$ cat src/rtl/eip_redirect_ctrl_if.sv
`default_nettype none
// ============================================================================
// Module      : eip_redirect_ctrl_if
// Description : Bundles the writeback, decode, exception and fetch-redirect
//               signals around the EIP redirect controller. The master
//               modport drives the stage inputs. The slave modport is the
//               controller itself. The redir_cnt/exc_cnt statistics signals
//               exist only when EIP_REDIRECT_CNT_EN is defined.
// Revision    : 1.0 - initial release
// ============================================================================
interface eip_redirect_ctrl_if;
    logic        wb_valid;
    logic        wb_eip_change;
    logic [31:0] wb_target;
    logic        wb_pr_size_over;
    logic        de_valid;
    logic        de_stall;
    logic [31:0] de_eip_next;
    logic        exc_req;
    logic [31:0] exc_vector;
    logic        fe_redir_ready;
    logic [31:0] eip;
    logic [1:0]  eip_ld_sel;
    logic        fe_redir_valid;
    logic [31:0] fe_redir_addr;
    logic        flush_fe_de;
    logic        busy;
`ifdef EIP_REDIRECT_CNT_EN
    logic [15:0] redir_cnt;
    logic [15:0] exc_cnt;
`endif

    modport master (
        output wb_valid, wb_eip_change, wb_target, wb_pr_size_over,
        output de_valid, de_stall, de_eip_next,
        output exc_req, exc_vector, fe_redir_ready,
`ifdef EIP_REDIRECT_CNT_EN
        input  redir_cnt, exc_cnt,
`endif
        input  eip, eip_ld_sel, fe_redir_valid, fe_redir_addr, flush_fe_de, busy
    );

    modport slave (
        input  wb_valid, wb_eip_change, wb_target, wb_pr_size_over,
        input  de_valid, de_stall, de_eip_next,
        input  exc_req, exc_vector, fe_redir_ready,
`ifdef EIP_REDIRECT_CNT_EN
        output redir_cnt, exc_cnt,
`endif
        output eip, eip_ld_sel, fe_redir_valid, fe_redir_addr, flush_fe_de, busy
    );
endinterface
`default_nettype wire

$ cat src/rtl/eip_redirect_ctrl.sv
`default_nettype none
// ============================================================================
// Module      : eip_redirect_ctrl
// Description : Writeback-stage owner of the architectural EIP. Each cycle it
//               arbitrates between three sources, listed from highest to
//               lowest priority: exception vector, writeback redirect and
//               sequential decode advance. On a redirect it flushes
//               fetch/decode. It then holds a valid/ready redirect request to
//               fetch, and drains for DRAIN_CYCLES cycles before normal
//               advance resumes.
//               Optional: EIP_REDIRECT_CNT_EN adds saturating redirect and
//               exception counters.
// Revision    : 1.0 - initial release
// ============================================================================
module eip_redirect_ctrl #(
    parameter logic [31:0] RESET_EIP    = 32'h0000_0000,
    parameter int          DRAIN_CYCLES = 2
) (
    input  wire logic           clk,
    input  wire logic           rst,
    eip_redirect_ctrl_if.slave  bus
);

    localparam logic [3:0] DRAIN_LD = DRAIN_CYCLES[3:0];

    localparam logic [1:0] SEL_HOLD = 2'b00;
    localparam logic [1:0] SEL_DEC  = 2'b01;
    localparam logic [1:0] SEL_WB   = 2'b10;
    localparam logic [1:0] SEL_EXC  = 2'b11;

    typedef enum logic [1:0] {
        BOOT      = 2'd0,
        RUN       = 2'd1,
        REDIR_REQ = 2'd2,
        DRAIN     = 2'd3
    } state_t;

    state_t      state;
    logic [3:0]  drain_cnt;
    logic [31:0] eip;
    logic [31:0] redir_addr;
    logic        redir_valid;
    logic        flush;

    logic [1:0]  ld_sel;
    logic [31:0] sel_addr;
    logic        redirect_taken;

    wire logic        wb_redir = bus.wb_valid & bus.wb_eip_change;
    wire logic [31:0] wb_tgt   = bus.wb_pr_size_over ? {16'h0000, bus.wb_target[15:0]}
                                                     : bus.wb_target;

    // Fixed-priority source select. BOOT ignores every source because it
    // always fetches from RESET_EIP. Decode advance is only honoured in RUN.
    always_comb begin
        ld_sel   = SEL_HOLD;
        sel_addr = bus.exc_vector;
        if (state != BOOT) begin
            if (bus.exc_req) begin
                ld_sel   = SEL_EXC;
                sel_addr = bus.exc_vector;
            end else if (wb_redir) begin
                ld_sel   = SEL_WB;
                sel_addr = wb_tgt;
            end else if (bus.de_valid && !bus.de_stall && state == RUN) begin
                ld_sel   = SEL_DEC;
                sel_addr = bus.de_eip_next;
            end
        end
    end

    assign redirect_taken = ld_sel[1];

    // Control-flow state machine with all of its registered outputs.
    always_ff @(posedge clk) begin
        if (rst) begin
            state       <= BOOT;
            drain_cnt   <= 4'd0;
            eip         <= RESET_EIP;
            redir_addr  <= RESET_EIP;
            redir_valid <= 1'b0;
            flush       <= 1'b0;
        end else begin
            flush <= 1'b0;
            case (state)
                BOOT: begin
                    state       <= REDIR_REQ;
                    redir_valid <= 1'b1;
                    redir_addr  <= RESET_EIP;
                end
                RUN, DRAIN: begin
                    if (redirect_taken) begin
                        eip         <= sel_addr;
                        redir_addr  <= sel_addr;
                        redir_valid <= 1'b1;
                        flush       <= 1'b1;
                        drain_cnt   <= 4'd0;
                        state       <= REDIR_REQ;
                    end else if (state == RUN) begin
                        if (ld_sel == SEL_DEC) begin
                            eip <= sel_addr;
                        end
                    end else if (drain_cnt <= 4'd1) begin
                        drain_cnt <= 4'd0;
                        state     <= RUN;
                    end else begin
                        drain_cnt <= drain_cnt - 4'd1;
                    end
                end
                REDIR_REQ: begin
                    // The newest redirect replaces a pending one. Fetch
                    // samples the address only on valid & ready.
                    if (redirect_taken) begin
                        eip        <= sel_addr;
                        redir_addr <= sel_addr;
                        flush      <= 1'b1;
                    end else if (bus.fe_redir_ready) begin
                        redir_valid <= 1'b0;
                        if (DRAIN_LD == 4'd0) begin
                            state <= RUN;
                        end else begin
                            drain_cnt <= DRAIN_LD;
                            state     <= DRAIN;
                        end
                    end
                end
                default: state <= BOOT;
            endcase
        end
    end

    assign bus.eip            = eip;
    assign bus.eip_ld_sel     = ld_sel;
    assign bus.fe_redir_valid = redir_valid;
    assign bus.fe_redir_addr  = redir_addr;
    assign bus.flush_fe_de    = flush;
    assign bus.busy           = (state != RUN);

`ifdef EIP_REDIRECT_CNT_EN
    logic [15:0] redir_cnt;
    logic [15:0] exc_cnt;

    // Saturating counts of accepted writeback redirects and exceptions,
    // including overrides while a request is pending.
    always_ff @(posedge clk) begin
        if (rst) begin
            redir_cnt <= 16'h0000;
            exc_cnt   <= 16'h0000;
        end else begin
            if (ld_sel == SEL_WB && redir_cnt != 16'hFFFF) begin
                redir_cnt <= redir_cnt + 16'h0001;
            end
            if (ld_sel == SEL_EXC && exc_cnt != 16'hFFFF) begin
                exc_cnt <= exc_cnt + 16'h0001;
            end
        end
    end

    assign bus.redir_cnt = redir_cnt;
    assign bus.exc_cnt   = exc_cnt;
`endif

endmodule
`default_nettype wire

$ cat src/flat_wrapper.sv
// flat-port wrapper written by rule: the top's interface ports become plain ports
module eip_redirect_ctrl_flat 
#(
    parameter logic [31:0] RESET_EIP    = 32'h0000_0000,
    parameter int          DRAIN_CYCLES = 2
)
  (clk, rst, bus_wb_valid, bus_wb_eip_change, bus_wb_target, bus_wb_pr_size_over, bus_de_valid, bus_de_stall, bus_de_eip_next, bus_exc_req, bus_exc_vector, bus_fe_redir_ready, bus_eip, bus_eip_ld_sel, bus_fe_redir_valid, bus_fe_redir_addr, bus_flush_fe_de, bus_busy);
  eip_redirect_ctrl_if bus_i ();
  input  wire logic clk;
  input  wire logic rst;
  input wire logic [$bits(bus_i.wb_valid)-1:0] bus_wb_valid;
  input wire logic [$bits(bus_i.wb_eip_change)-1:0] bus_wb_eip_change;
  input wire logic [$bits(bus_i.wb_target)-1:0] bus_wb_target;
  input wire logic [$bits(bus_i.wb_pr_size_over)-1:0] bus_wb_pr_size_over;
  input wire logic [$bits(bus_i.de_valid)-1:0] bus_de_valid;
  input wire logic [$bits(bus_i.de_stall)-1:0] bus_de_stall;
  input wire logic [$bits(bus_i.de_eip_next)-1:0] bus_de_eip_next;
  input wire logic [$bits(bus_i.exc_req)-1:0] bus_exc_req;
  input wire logic [$bits(bus_i.exc_vector)-1:0] bus_exc_vector;
  input wire logic [$bits(bus_i.fe_redir_ready)-1:0] bus_fe_redir_ready;
  output wire logic [$bits(bus_i.eip)-1:0] bus_eip;
  output wire logic [$bits(bus_i.eip_ld_sel)-1:0] bus_eip_ld_sel;
  output wire logic [$bits(bus_i.fe_redir_valid)-1:0] bus_fe_redir_valid;
  output wire logic [$bits(bus_i.fe_redir_addr)-1:0] bus_fe_redir_addr;
  output wire logic [$bits(bus_i.flush_fe_de)-1:0] bus_flush_fe_de;
  output wire logic [$bits(bus_i.busy)-1:0] bus_busy;
  assign bus_i.wb_valid = bus_wb_valid;
  assign bus_i.wb_eip_change = bus_wb_eip_change;
  assign bus_i.wb_target = bus_wb_target;
  assign bus_i.wb_pr_size_over = bus_wb_pr_size_over;
  assign bus_i.de_valid = bus_de_valid;
  assign bus_i.de_stall = bus_de_stall;
  assign bus_i.de_eip_next = bus_de_eip_next;
  assign bus_i.exc_req = bus_exc_req;
  assign bus_i.exc_vector = bus_exc_vector;
  assign bus_i.fe_redir_ready = bus_fe_redir_ready;
  assign bus_eip = bus_i.eip;
  assign bus_eip_ld_sel = bus_i.eip_ld_sel;
  assign bus_fe_redir_valid = bus_i.fe_redir_valid;
  assign bus_fe_redir_addr = bus_i.fe_redir_addr;
  assign bus_flush_fe_de = bus_i.flush_fe_de;
  assign bus_busy = bus_i.busy;
  eip_redirect_ctrl #(.RESET_EIP(RESET_EIP), .DRAIN_CYCLES(DRAIN_CYCLES)) u_core (.clk(clk), .rst(rst), .bus(bus_i));
endmodule
$ cat config.mk
export PLATFORM = sky130hd
export DESIGN_NAME = eip_redirect_ctrl_flat
export DESIGN_NICKNAME = d
export VERILOG_FILES = /design/src/rtl/eip_redirect_ctrl_if.sv /design/src/rtl/eip_redirect_ctrl.sv /design/src/flat_wrapper.sv
export SDC_FILE = /design/constraint.sdc
export NUM_CORES = 1
export LEC_CHECK = 0
export BUFFER_PORTS_ARGS = -buffer_cell sky130_fd_sc_hd__buf_2
export CAP_MARGIN = 20
export CORE_MARGIN = 2
export CORE_UTILIZATION = 45
export DETAILED_ROUTE_END_ITERATION = 10
export GPL_ROUTABILITY_DRIVEN = 1
export PLACE_DENSITY = 0.84
export SLEW_MARGIN = 20
export SYNTH_ARGS = -nofsm -noshare
export SYNTH_HDL_FRONTEND = slang
export SYNTH_SLANG_ARGS = --single-unit
$ cat constraint.sdc
create_clock -name clk -period 2.25 [get_ports clk]
set_clock_uncertainty 0.05 [all_clocks]
set_input_delay 0.225 -clock clk [delete_from_list [all_inputs] [get_ports clk]]
set_output_delay 0.225 -clock clk [all_outputs]
set_load 0.01 [all_outputs]
==> results of run 1 <==
==> area by class of cell <==
class / instances / area (um2) / area share (%)
clock inverters: 7 / 120 / 2.62
flip-flops and latches: 72 / 1440 / 31.4
clock buffers: 9 / 124 / 2.70
repair buffers: 191 / 1030 / 22.3
well taps: 99 / 124 / 2.70
inverters: 5 / 18.8 / 0.409
multi-input cells: 278 / 1740 / 37.8
==> flip-flops by register name, indices dropped and copies added, names as in the netlist <==
name and cells:
u_core.bus.eip 32, u_core.bus.fe_redir_valid 1, u_core.bus.flush_fe_de 1, u_core.bus.fe_redir_addr 32, u_core.state 2, u_core.drain_cnt 4
==> cells in the final DEF (no fill, tap or decap), drive strengths merged, types with 3 or more instances in the layout <==
cell type  count
a211oi        20
a21oi          8
a222oi        16
a22oi         16
a311oi        16
and3          33
buf          191
bufinv         3
clkbuf         9
clkinv         3
dfxtp         72
inv            5
nand2         52
nor2          40
nor3           3
o211ai        16
o21ai         37
or3            4
==> timing repair <==
item	CTS	global route
buffers inserted	0	1
hold buffers	0	0
endpoints found under the hold margin	0	0
endpoints found under the setup margin	0	19
resized for setup	0	1
==> report_power, final <==
| part | internal, mW | leakage (nW) | total (mW) | switching, mW |
|---|---|---|---|---|
| logic | 0.243 | 1.54 | 0.558 | 0.315 |
| registers | 1.36 | 0.592 | 1.41 | 0.0457 |
| clock network | 0.738 | 0.119 | 1.25 | 0.513 |
| total | 2.34 | 2.26 | 3.21 | 0.874 |
==> kinds of logic after synthesis <==
logic type,count (synthesis),share of synthesized area (%)
buffers and inverters,39,5.24
AND/OR/NAND/NOR,142,21.0
adder cells (fa/ha/maj),2,0.753
AO/OA/AOI/OAI,134,29.6
flip-flops,72,43.4
==> critical path, stage by stage, from the launching register on <==
cell and delay [ns]:
dfxtp_1 0.40, nor4bb_4 0.39, buf_4 0.29, a21oi_1 0.10
nor2_1 0.09, buf_2 0.15
==> per-layer routing <==
layer | part of all wire (%) | GRT usage (%) | vias to the layer above | wire length, um
li1 | - | - | 1804 | -
met4 | 2.1 | 10.9 | 0 | 226
met1 | 41 | 32.1 | 1750 | 4510
met2 | 49 | 44.5 | 193 | 5360
met5 | 0 | 0 | - | 0
met3 | 7.7 | 6.45 | 21 | 847
==> metrics by stage <==
step	utilization [%]	hold slack (ns)	area, um2
after floorplan	-	0.304	3320
after global placement	59.8	0.387	4310
after detailed placement	59.9	0.392	4320
after CTS	63.3	0.0496	4560
after global routing	63.6	0.0572	4590
final	63.6	0.0582	4590
==> worst paths after layout <==
kind | end | from | cells past startpoint | slack (ns)
worst max register to register | u_core.bus.eip[26] | u_core.state[1] | 6 | 0.22
worst max-delay path | bus_eip_ld_sel[0] | u_core.state[1] | 5 | 0.21
worst min-delay path | u_core.bus.fe_redir_addr[11] | bus_exc_vector[11] | 3 | 0.06
worst min register to register | u_core.bus.fe_redir_addr[18] | u_core.bus.fe_redir_addr[18] | 2 | 0.40
==> flow_summary_export.csv, run 1 <==
group,metric,value,unit
placement,place_inst,644,
floorplanning,num_rows,31,
power,cellLeakagePower,2.26,nW
sta,max_freq,0.491,GHz
synth,synth_fp_nets,496,
synth,synth-async-reset-ratio,0,%
synth,synth.area.top_cells,"dfxtp_1, and3_1, nand2_1",
sta,setup_ws,0.212,ns
synth,synth_warnings,0,
synth,yosys.cell_count.top_type,"dfxtp_1",
critical_path,critPathCaptureType,"primary output",
floorplanning,die_area,0.00809,mm2
floorplanning,fp.dieW,89.9,um
power,peakVddDrop,0.000438,V
detailed_routing,wl_per_cell,16.6,um
synth,ys.flop_type,"dfxtp_1",
cells_and_area,stdcell_count,661,
detailed_routing,drtIter0Drc,295,
critical_path,arrival,1.76,ns
detailed_routing,ant_nets,0,
power,finalPower,3.21,mW
cells_and_area,nFillCells,640,
floorplanning,die_y,89.9,um
sta,tns,0,ns
synth,netlist_area,0.00332,mm2
critical_path,critPathRequiredTime,1.98,ns
synth,synth-edff-count,0,
synth,synth_largest_area_cell,"dfxtp_1",
clocking,clockBufferDepth,2,
sta,slew_headroom,42.6,%
clocking,cts.sinks,72,
cells_and_area,drive_above_1_share,39.1,%
synth,avgSynthCellArea,8.54,um2
placement,post-place-ws,0.0846,ns
global_routing,grt_usage,26.3,%
clocking,path_clk_slew,0.09,ns
synth,yosys.area.top_type_share,43.4,%
global_routing,grt_max_degree,55,
global_routing,grt_overflow_total,0,
detailed_routing,dr.pass1.iters,7,
cells_and_area,area_delta_synth_final,38.2,%
critical_path,crit_fanout,18,
synth,ys_ff_latch,72,
sta,rsz0062_at_grt,"false",
min_path,hold_path_class,"in -> reg",
cells_and_area,layout.nets,664,
sta,final-max-slew-violation-count,0,
placement,globalplace.congestion,0.814,
clocking,cts_root_buffer,"clkbuf_8",
sta,tightestPinTransition,0.854,ns
global_routing,grt_pass1_wl,17.5,mm
detailed_routing,post_drt_via_cell_ratio,5.70,
job,cap_violations,0,
synth,synthCells,389,
clocking,htree_levels,3,
sta,setup_viol,0,
sta,fin_crit,2.04,ns
sta,finalHoldViolations,0,
critical_path,startpoint_type,"flip-flop",
synth,yosysSeqAreaShare,43.4,%
floorplanning,coreArea,0.00721,mm2
power,powerDensity,700,mW/mm2
cells_and_area,num_antenna_cells,0,
floorplanning,boundaryPins,174,
clocking,worstSkewPairLatency,0.34,ns
placement,io_buffers,173,
detailed_routing,wl,10.9,mm
sta,fin_crit_sh,90.6,%
critical_path,critPathKind,"reg -> out",
global_routing,antenna_found_initial,0,
run_status,status,"completed",
synth,synth.cells.most_frequent,"dfxtp_1, nand2_1, nor2_1",
synth,synthDistinctLibCells,39,
clocking,cts_tree,"done",
detailed_routing,dr_total_vias,3768,
detailed_routing,drc,0,
placement,dp.final_hpwl,7.69,mm
global_routing,first_global_vias,3678,
floorplanning,start_util,46.0,%
clocking,cts_made_buffers,9,
(Power assumes the default switching activity.)
==> inputs of run 2 (changes only) <==
--- a/config.mk
+++ b/config.mk
@@ -7,6 +7,7 @@
 export LEC_CHECK = 0
 export BUFFER_PORTS_ARGS = -buffer_cell sky130_fd_sc_hd__buf_2
 export CAP_MARGIN = 20
+export CORE_ASPECT_RATIO = 1.5
 export CORE_MARGIN = 2
 export CORE_UTILIZATION = 45
 export DETAILED_ROUTE_END_ITERATION = 10
==> flow_summary_export.csv, run 2 (synthesis results as in run 1) <==
group,metric,value,unit
detailed_routing,dr_total_vias,3758,
placement,globalplace.congestion,0.873,
global_routing,grt_usage,26.5,%
sta,holdWs,0.0471,ns
placement,post-place-ws,0.0811,ns
global_routing,grt_overflow_total,0,
floorplanning,fp.dieW,74.2,um
clocking,cts.sinks,72,
job,cap_violations,0,
sta,finalHoldViolations,0,
critical_path,critPathRequiredTime,1.98,ns
cells_and_area,utilization,63.3,%
detailed_routing,wl_per_cell,16.3,um
critical_path,r2r-end,"u_core.bus.eip[20]",
critical_path,critPathKind,"reg -> out",
global_routing,grt_pass1_wl,16.6,mm
critical_path,crit_fanout,17,
sta,tightestPinTransition,0.749,ns
critical_path,crit_path_top_delay_cell,"dfxtp_1",
cells_and_area,drive_above_1_share,38.9,%
power,peakVddDrop,0.000381,V
critical_path,cp_num_buf_inv,2,
critical_path,crit_chain,"nor4bb_4 > buf_4 > a21oi_1 > nor2_1 > buf_2",
global_routing,busiest_layer,"met2",
clocking,cts_root_buffer,"clkbuf_8",
sta,slew_headroom,49.9,%
critical_path,crit_family,"simple AND/OR/NAND/NOR gates",
clocking,htree_levels,3,
critical_path,startpoint_type,"flip-flop",
cells_and_area,final_common_cell,"buf_2",
detailed_routing,drc,0,
floorplanning,boundaryPins,174,
min_path,hold_path_class,"in -> reg",
sta,fin_crit,2.02,ns
power,powerDensity,697,mW/mm2
min_path,hold_end,"u_core.bus.fe_redir_addr[1]",
floorplanning,die_y,109,um
placement,dp.final_hpwl,7.72,mm
global_routing,met2_usage,47.1,%
sta,fin_crit_sh,89.9,%
sta,setup_viol,0,
floorplanning,num_rows,38,
placement,place_inst,642,
cells_and_area,stdcell_count,660,
floorplanning,coreArea,0.00718,mm2
detailed_routing,dr.pass1.iters,5,
cells_and_area,layout.nets,662,
cells_and_area,multiInputGateArea,0.00174,mm2
critical_path,ff2ff_path_depth,5,
run_status,status,"completed",
critical_path,rrSetupSlack,0.32,ns
sta,tns,0,ns
floorplanning,die_area,0.00810,mm2
global_routing,antenna_found_initial,0,
floorplanning,start_util,46.3,%
sta,rsz0062_at_grt,"false",
clocking,worstSkewPairLatency,0.35,ns
detailed_routing,post_drt_via_cell_ratio,5.69,
clocking,cts_tree,"done",
power,cellLeakagePower,2.24,nW
clocking,cts_made_buffers,9,
cells_and_area,area_delta_synth_final,36.9,%
cells_and_area,regArea,0.00144,mm2
global_routing,use_met3,6.01,%
critical_path,arrival,1.75,ns
critical_path,critPathCaptureType,"primary output",
critical_path,rr_startpoint,"u_core.state[1]",
placement,io_buffers,173,
global_routing,grtUsageMet1,29.0,%
min_path,hold_path_depth,3,
detailed_routing,wl,10.7,mm
global_routing,grt_max_degree,39,
clocking,clockBufferDepth,2,
sta,max_freq,0.494,GHz
clocking,path_clk_slew,0.08,ns
global_routing,first_global_vias,3696,
sta,final-max-slew-violation-count,0,
cells_and_area,final_cell_mix,"buf_2, dfxtp_1, nand2_1, nor2_1, and3_1",
detailed_routing,ant_nets,0,
cells_and_area,num_antenna_cells,0,
min_path,hp-start,"bus_exc_vector[1]",
critical_path,cpPeakStageDelay,0.41,ns
cells_and_area,nFillCells,640,
sta,setup_ws,0.227,ns
detailed_routing,drtIter0Drc,321,
## run 2: metrics by stage
step / instance area [um2] / total power [mW]
4_1_cts: 4530 / 3.18
6_report: 4550 / 3.17
5_1_grt: 4550 / 3.30
3_3_place_gp: 4290 / 1.96
2_1_floorplan: 3320 / 1.72
3_5_place_dp: 4290 / 1.97
## run 2: power breakdown
part | internal (mW) | total (mW) | switching (mW)
Sequential | 1.36 | 1.41 | 0.0479
Combinational | 0.235 | 0.543 | 0.308
Clock | 0.715 | 1.22 | 0.503
Total | 2.31 | 3.17 | 0.859
## run 2: layout make-up
class	instances	share of cell area, %
multi-input combinational	278	38.2
sequential	72	31.7
timing repair buffer	189	21.7
clock buffer	12	3.63
tap	100	2.75
clock inverter	4	1.65
inverter	5	0.413
## run 2: timing repair
action	in CTS	in global routing
buffers inserted	0	2
endpoints found under the hold margin	0	0
gates resized for setup	0	0
setup endpoints to repair	0	17
hold buffers	0	0
## run 2: worst max path at each step
stage                                from                  to  cells after the start
after CTS                 u_core.state[1]  u_core.bus.eip[20]                      4
final                     u_core.state[1]   bus_eip_ld_sel[0]                      5
after global placement       bus_wb_valid  u_core.bus.eip[27]                      5
after global routing      u_core.state[1]   bus_eip_ld_sel[0]                      5
after detailed placement     bus_wb_valid  u_core.bus.eip[20]                      5
after floorplan           u_core.state[0]  u_core.bus.eip[27]                      6
## run 2: routing by layer
layer	vias to the layer above	part of all wire (%)
li1	1798	-
met1	1734	38
met2	197	51
met3	29	7.9
met4	0	2.9
met5	-	0
## run 2: worst min-delay path: stages
cell	delay, ns
buf_2	0.09
a22oi_1	0.06
nand2_1	0.06
==> inputs of run 3 (changes only) <==
--- a/config.mk
+++ b/config.mk
@@ -12,6 +12,7 @@
 export CORE_UTILIZATION = 45
 export DETAILED_ROUTE_END_ITERATION = 10
 export GPL_ROUTABILITY_DRIVEN = 1
+export MAX_ROUTING_LAYER = met4
 export PLACE_DENSITY = 0.84
 export SLEW_MARGIN = 20
 export SYNTH_ARGS = -nofsm -noshare
==> flow_summary_export.csv, run 3 (synthesis results as in run 1) <==
group,metric,value,unit
power,finalPower,3.17,mW
global_routing,first_global_vias,3683,
critical_path,crit_fanout,17,
detailed_routing,post_drt_via_cell_ratio,5.70,
critical_path,startpoint_type,"flip-flop",
cells_and_area,utilization,63.3,%
placement,globalplace.congestion,0.888,
sta,slew_headroom,49.6,%
sta,finalHoldViolations,0,
min_path,hp-start,"bus_exc_vector[8]",
sta,fin_crit,2.03,ns
critical_path,critPathCaptureType,"primary output",
global_routing,antenna_found_initial,0,
critical_path,crit_path_top_delay_cell,"dfxtp_1",
clocking,cts.sinks,72,
floorplanning,boundaryPins,174,
global_routing,grt_pass1_wl,16.6,mm
sta,max_freq,0.492,GHz
critical_path,r2r-end,"u_core.bus.eip[7]",
critical_path,cpPeakStageDelay,0.42,ns
detailed_routing,dr.pass1.iters,6,
run_status,status,"completed",
floorplanning,coreArea,0.00718,mm2
placement,dp.final_hpwl,7.72,mm
job,cap_violations,0,
sta,rsz0062_at_grt,"false",
detailed_routing,drtIter0Drc,322,
global_routing,grt_usage,27.2,%
power,peakVddDrop,0.000375,V
power,cellLeakagePower,2.24,nW
detailed_routing,ant_nets,0,
floorplanning,die_y,109,um
critical_path,ff2ff_path_depth,5,
detailed_routing,drc,0,
critical_path,startpoint,"u_core.state[1]",
critical_path,crit_chain,"nor4bb_4 > buf_4 > a21oi_1 > nor2_1 > buf_2",
global_routing,grt_max_degree,39,
floorplanning,fp.dieW,74.2,um
clocking,cts_made_buffers,9,
clocking,htree_levels,3,
floorplanning,die_area,0.00810,mm2
cells_and_area,drive_above_1_share,38.9,%
sta,tightestPinTransition,0.753,ns
clocking,worstSkewPairLatency,0.35,ns
cells_and_area,final_cell_mix,"buf_2, dfxtp_1, nand2_1, nor2_1, and3_1",
floorplanning,start_util,46.3,%
clocking,path_clk_slew,0.08,ns
clocking,cts_root_buffer,"clkbuf_8",
cells_and_area,num_antenna_cells,0,
min_path,hold_path_class,"in -> reg",
critical_path,arrival,1.76,ns
clocking,cts_tree,"done",
sta,fin_crit_sh,90.4,%
clocking,postCtsResizedCells,0,
global_routing,grt_overflow_total,0,
sta,final-max-slew-violation-count,0,
detailed_routing,dr_total_vias,3762,
cells_and_area,area_delta_synth_final,36.9,%
cells_and_area,layout.nets,662,
power,powerDensity,696,mW/mm2
critical_path,critPathRequiredTime,1.98,ns
clocking,clockBufferDepth,2,
critical_path,rr_startpoint,"u_core.state[1]",
detailed_routing,wl_per_cell,16.3,um
cells_and_area,final_common_cell,"buf_2",
placement,io_buffers,173,
critical_path,cp-endpoint,"bus_eip_ld_sel[0]",
floorplanning,num_rows,38,
critical_path,rrSetupSlack,0.31,ns
sta,tns,0,ns
critical_path,critPathKind,"reg -> out",
sta,setup_viol,0,
sta,holdWs,0.0506,ns
detailed_routing,wl,10.8,mm
-- run 3: critical path: cells and delay by family, from the launching register on --
family                 cells  cell delay (ns)
AND/OR/NAND/NOR            2             0.48
AO/OA/AOI/OAI              1             0.09
buffers and inverters      2             0.42
flip-flops                 1             0.42
-- run 3: layout make-up --
type                       instances  area [um2]
inverter                           5        18.8
multi-input combinational        278        1740
clock inverter                     4        75.1
clock buffer                      12         165
fill                             640        2630
tap                              100         125
sequential                        72        1440
timing repair buffer             189         986
-- run 3: how the worst min path moves through the flow --
stage,to,depth (start not counted)
after floorplan,u_core.bus.fe_redir_addr[0],2
after global placement,u_core.bus.fe_redir_addr[31],2
after detailed placement,u_core.bus.fe_redir_addr[23],2
after CTS,u_core.bus.fe_redir_addr[8],3
after global routing,u_core.bus.fe_redir_addr[8],3
final,u_core.bus.fe_redir_addr[8],3
-- run 3: layer usage --
layer	wire length, um	vias up	share of wire [%]	GRT usage (%)
li1	-	1796	-	-
met2	5470	212	51	47.0
met4	279	0	2.6	13.8
met1	4190	1727	39	29.5
met3	832	27	7.7	4.16
met5	0	-	0	-
-- run 3: stage by stage --
stage	cell area (um2)	cells	setup WS, ns
floorplan	3320	389	0.525
global placement	4290	642	0.182
detailed placement	4290	642	0.0811
CTS	4530	658	0.0755
global route	4550	660	0.135
finish	4550	660	0.217
-- run 3: report_power, final --
part / internal [mW] / switching, mW / leakage [nW]
Clock: 0.715 / 0.500 / 0.115
Combinational: 0.235 / 0.308 / 1.53
Sequential: 1.36 / 0.0482 / 0.592
-- run 3: repair_timing --
| action | 4_1_cts | 5_1_grt |
|---|---|---|
| hold endpoints to repair | 0 | 0 |
| buffers inserted | 0 | 2 |
| setup endpoints to repair | 0 | 17 |
| hold buffers | 0 | 0 |
